[src/rtl/pipeline_buffer_param.sv]
// pipeline_buffer_param: DEPTH-stage elastic valid/ready pipeline with bubble collapsing.
// Defining PIPE_FLUSH_EN adds a synchronous flush input that empties the buffer.
module pipeline_buffer_param #(
    parameter int WIDTH = 2,
    parameter int DEPTH = 4,
    localparam int CW = $clog2(DEPTH + 1)
) (
    input  logic             clk,
    input  logic             rst,
    input  logic [WIDTH-1:0] ip,
    input  logic             ip_valid,
    output logic             ip_ready,
    output logic [WIDTH-1:0] op,
    output logic             op_valid,
    input  logic             op_ready,
    output logic [CW-1:0]    count
`ifdef PIPE_FLUSH_EN
    ,
    input  logic             flush
`endif
);
    logic [WIDTH-1:0] dat [DEPTH];
    logic [DEPTH-1:0] vld;
    logic [DEPTH-1:0] adv;
    logic             fl;
    logic             run;
    logic             take;
    logic             give;

`ifdef PIPE_FLUSH_EN
    assign fl = flush;
`else
    assign fl = 1'b0;
`endif

    // A stage may advance if it or any stage downstream of it is empty, or the sink takes a word
    always_comb begin
        run = op_ready;
        adv = '0;
        for (int k = DEPTH - 1; k >= 0; k--) begin
            run    = run | !vld[k];
            adv[k] = run;
        end
    end

    assign ip_ready = adv[0] & !fl;
    assign op       = dat[DEPTH-1];
    assign op_valid = vld[DEPTH-1];
    assign take     = ip_valid & ip_ready;
    assign give     = op_valid & op_ready;

    always_ff @(posedge clk or negedge rst) begin
        if (!rst) begin
            vld   <= '0;
            count <= '0;
            for (int k = 0; k < DEPTH; k++) dat[k] <= '0;
        end else if (fl) begin
            vld   <= '0;
            count <= '0;
        end else begin
            for (int k = DEPTH - 1; k > 0; k--) begin
                if (adv[k]) begin
                    vld[k] <= vld[k-1];
                    if (vld[k-1]) dat[k] <= dat[k-1];
                end
            end
            if (adv[0]) begin
                vld[0] <= ip_valid;
                if (ip_valid) dat[0] <= ip;
            end
            count <= count + CW'(take) - CW'(give);
        end
    end
endmodule

[config.mk]
export PLATFORM = sky130hd
export DESIGN_NAME = pipeline_buffer_param
export DESIGN_NICKNAME = d
export VERILOG_FILES = /design/src/rtl/pipeline_buffer_param.sv
export SDC_FILE = /design/constraint.sdc
export NUM_CORES = 1
export LEC_CHECK = 0
export BUFFER_PORTS_ARGS = -buffer_cell sky130_fd_sc_hd__buf_2
export CORE_UTILIZATION = 25
export DETAILED_ROUTE_END_ITERATION = 10
export GPL_ROUTABILITY_DRIVEN = 0
export PLACE_DENSITY = 0.51
export SLEW_MARGIN = 20
export SYNTH_ARGS = -nofsm -noshare
export SYNTH_HDL_FRONTEND = slang
export SYNTH_SLANG_ARGS = --single-unit
export TNS_END_PERCENT = 100
[constraint.sdc]
create_clock -name clk -period 2.2 [get_ports clk]
set_clock_uncertainty 0.1 [all_clocks]
set_input_delay 0.44 -clock clk [delete_from_list [all_inputs] [get_ports clk]]
set_output_delay 0.44 -clock clk [all_outputs]
set_load 0.01 [all_outputs]
==> results by group <==
Outcome
  • Result of the run: complete, no violations

Timing
  • Highest achievable clock rate: 509 MHz
  • Fin. Hold Viols: 0
  • Worst max-slew margin expressed relative to the limit: 77.9%
  • Part of the cycle the worst path needs: 89.3%
  • Post-layout min period: 1.97 ns
  • Total negative slack for setup checks: 0 ns
  • Fin. max-slew vios: 0
  • Worst slew pin tran: 0.331 ns
  • Unrepaired setup endpoints after global routing: false
  • Final setup fails: 0
  • Smallest hold slack: 0.271 ns

Critical path
  • Cell-by-cell trace of the critical path: nand4b_4, o21ai_4, ha_1, inv_1, ha_1, inv_1, fa_1, xnor2_1
  • Cell family contributing the most delay on the critical path: adder cells
  • Startpoint class of the critical path: flip-flop
  • CP Buf/Inv Count: 2
  • Worst path arrival time: 2.03 ns
  • Endpoint kind of the worst setup timing path: flip-flop
  • Master of the slowest instance on the critical path: sky130_fd_sc_hd__dfrtp_1
  • Longest individual stage delay on the worst path: 0.45 ns
  • Critical Path Fanout Max: 5
  • Critical Path RT: 2.27 ns
  • Crit Path Category: reg2reg

Pwr
  • Max rail drop VDD: 0.000415 V
  • Power per unit of standard cell area: 1050 nW/um^2
  • Total leakage power: 0.363 nW

Clock network
  • TritonCTS buffer count: 3
  • Sinks on Clock Net: 15
  • Clock tree from TritonCTS: yes
  • Clock input transition at the sequential cells of the worst setup and hold paths: 0.08 ns
  • Root buf cell: sky130_fd_sc_hd__clkbuf_4
  • Number of levels the H-tree was split into: 1
  • Skew-Pair Late Insertion Delay: 0.27 ns
  • Number of buffers on the longest clock path: 2

Logic synthesis
  • Post-synthesis area per instance: 14.0 sq um
  • Number of standard cells after synthesis: 47
  • Synthesis Warnings: 0
  • Sequential fraction of the synthesis area: 57.0%
  • Synth Register Bits: 15
  • Net count of the mapped netlist: 56
  • Area of the mapped netlist: 658 sq um
  • Number of unique standard cell types used by synthesis: 15

Floorplan
  • Die X: 53.3 um
  • Core region area: 2480 sq um
  • Number of top-level design ports: 13
  • Area of the die: 2840 sq um
  • Number of standard-cell rows in the floorplan: 18
  • Initial cell density of the core: 26.6%
  • Die Ht: 53.3 um

Layout
  • Antenna diodes: 0
  • Layout filler cell count: 265
  • Layout cell share with drive strength beyond 1: 39.7%
  • Finished layout cell area: 785 sq um
  • Layout overhead on the synthesized area: 19.2%
  • Count of placed standard cells in the final layout, fillers left out: 93
  • Layout Nets: 73

Routing
  • Wire length after detailed routing: 952 um
  • 1st-pass router iterations: 2
  • Post-detailed-route count of antenna-violating nets: 0
  • Mean number of vias per cell: 4.12
  • WL/cell: 10.2 um
  • Iter 0 DRT Violations: 1
  • DRC Markers: 0
  • Via count: 383

Place
  • Placed cell count: 88
  • Quantity of I/O buffers inserted on ports: 12
  • Post-detail-place hpwl: 752 um
  • Placement Cell Area: 748 sq um

Hold path
  • Hold/Removal Path Class: in2reg

GRT
  • Gr usage total: 8.98%
  • Vias in the first global route: 391
  • Largest net degree at the start of global routing: 16
  • Overflow left after global routing: 0
  • Global-route wire length before repair: 1.70 mm
  • Number of antenna violations at the first check in global routing: 0

Run
  • Number of maximum-capacitance constraint violations: 0
## registers in the layout, indices dropped and copies added, names as in the netlist
name	count
vld	4
op	2
dat	6
count	3
## cell usage after synthesis, drive strengths merged
cell / instances / share of area, %
dfrtp: 15 / 57
mux2: 8 / 14
and2: 1 / 0.95
fa: 1 / 3.0
inv: 4 / 2.3
buf: 2 / 2.3
or2: 1 / 0.95
o21ai: 1 / 2.5
nand3b: 1 / 1.1
nand2: 4 / 2.3
ha: 2 / 3.8
nand4b: 1 / 3.6
nand2b: 4 / 3.8
xnor2: 2 / 2.7
## per-layer routing
layer  vias up  GRT usage, %  wire, um
li1        186             -         -
met1       182          9.79       439
met2        13          14.0       429
met3         2          6.03        72
met4         0          2.63        10
met5         -             0         0
## repair_timing
item	CTS	global route
buffers inserted	0	0
hold buffers	1	0
hold endpoints to repair	15	0
gates resized for setup	0	0
setup endpoints to repair	0	0
## per-stage QoR
step                      util (%)  worst slack (ns)  total power, mW
final                         31.7             0.235            0.826
after global routing          31.7            0.0985            0.904
after CTS                     31.7             0.208            0.851
after detailed placement      30.2            0.0535            0.690
after global placement        30.2            0.0970            0.679
after floorplan                  -             0.257            0.620
## placed cells by master (no fill, tap or decap)
cell type	n
sky130_fd_sc_hd__buf_4	1
sky130_fd_sc_hd__nand2b_1	4
sky130_fd_sc_hd__inv_1	4
sky130_fd_sc_hd__mux2_2	6
sky130_fd_sc_hd__or2_2	1
sky130_fd_sc_hd__nand3b_1	1
sky130_fd_sc_hd__ha_1	2
sky130_fd_sc_hd__fa_1	1
sky130_fd_sc_hd__o21ai_4	1
sky130_fd_sc_hd__clkbuf_1	1
sky130_fd_sc_hd__clkbuf_4	3
sky130_fd_sc_hd__nand4b_4	1
sky130_fd_sc_hd__xnor2_1	2
sky130_fd_sc_hd__mux2_1	2
sky130_fd_sc_hd__dfrtp_1	15
sky130_fd_sc_hd__nand2_1	4
sky130_fd_sc_hd__dlygate4sd3_1	1
sky130_fd_sc_hd__and2_1	1
sky130_fd_sc_hd__buf_2	12
## where the power goes
| part | internal (mW) | switching (mW) | total [mW] |
|---|---|---|---|
| logic | 0.142 | 0.114 | 0.256 |
| clock network | 0.0702 | 0.0789 | 0.149 |
| registers | 0.366 | 0.0549 | 0.421 |
| total | 0.578 | 0.248 | 0.826 |
## kinds of logic (layout without fill, tap and decap cells)
kind of cell             after synthesis  in the layout  share of synthesized area (%)
adder cells (fa/ha/maj)                3              3                           6.84
multiplexers                           8              8                           13.7
buffers and inverters                  6             22                           4.56
flip-flops                            15             15                           57.0
XOR/XNOR                               2              2                           2.66
AO/OA/AOI/OAI                          1              1                           2.47
AND/OR/NAND/NOR                       12             12                           12.7
## worst paths after layout
| check | start | endpoint | slack (ns) | depth (start not counted) |
|---|---|---|---|---|
| max in group asynchronous | rst | op[0] | 1.27 | 2 |
| worst min-delay path | ip[0] | dat[6] | 0.27 | 2 |
| worst max-delay path | vld[3] | count[2] | 0.23 | 8 |
| worst min register to register | dat[6] | dat[6] | 0.40 | 1 |
| min in group asynchronous | rst | vld[3] | 0.49 | 2 |
| worst max register to register | vld[3] | count[2] | 0.23 | 8 |
## area by class of cell
| cell class | count | area, sq um | share of cell area [%] |
|---|---|---|---|
| Sequential cell | 15 | 375 | 47.8 |
| Inverter | 4 | 15.0 | 1.91 |
| Tap cell | 30 | 37.5 | 4.78 |
| Timing Repair Buffer | 14 | 77.6 | 9.89 |
| Multi-Input combinational cell | 26 | 253 | 32.2 |
| Clock buffer | 4 | 26.3 | 3.35 |
Power figures use the tool's default switching activity.
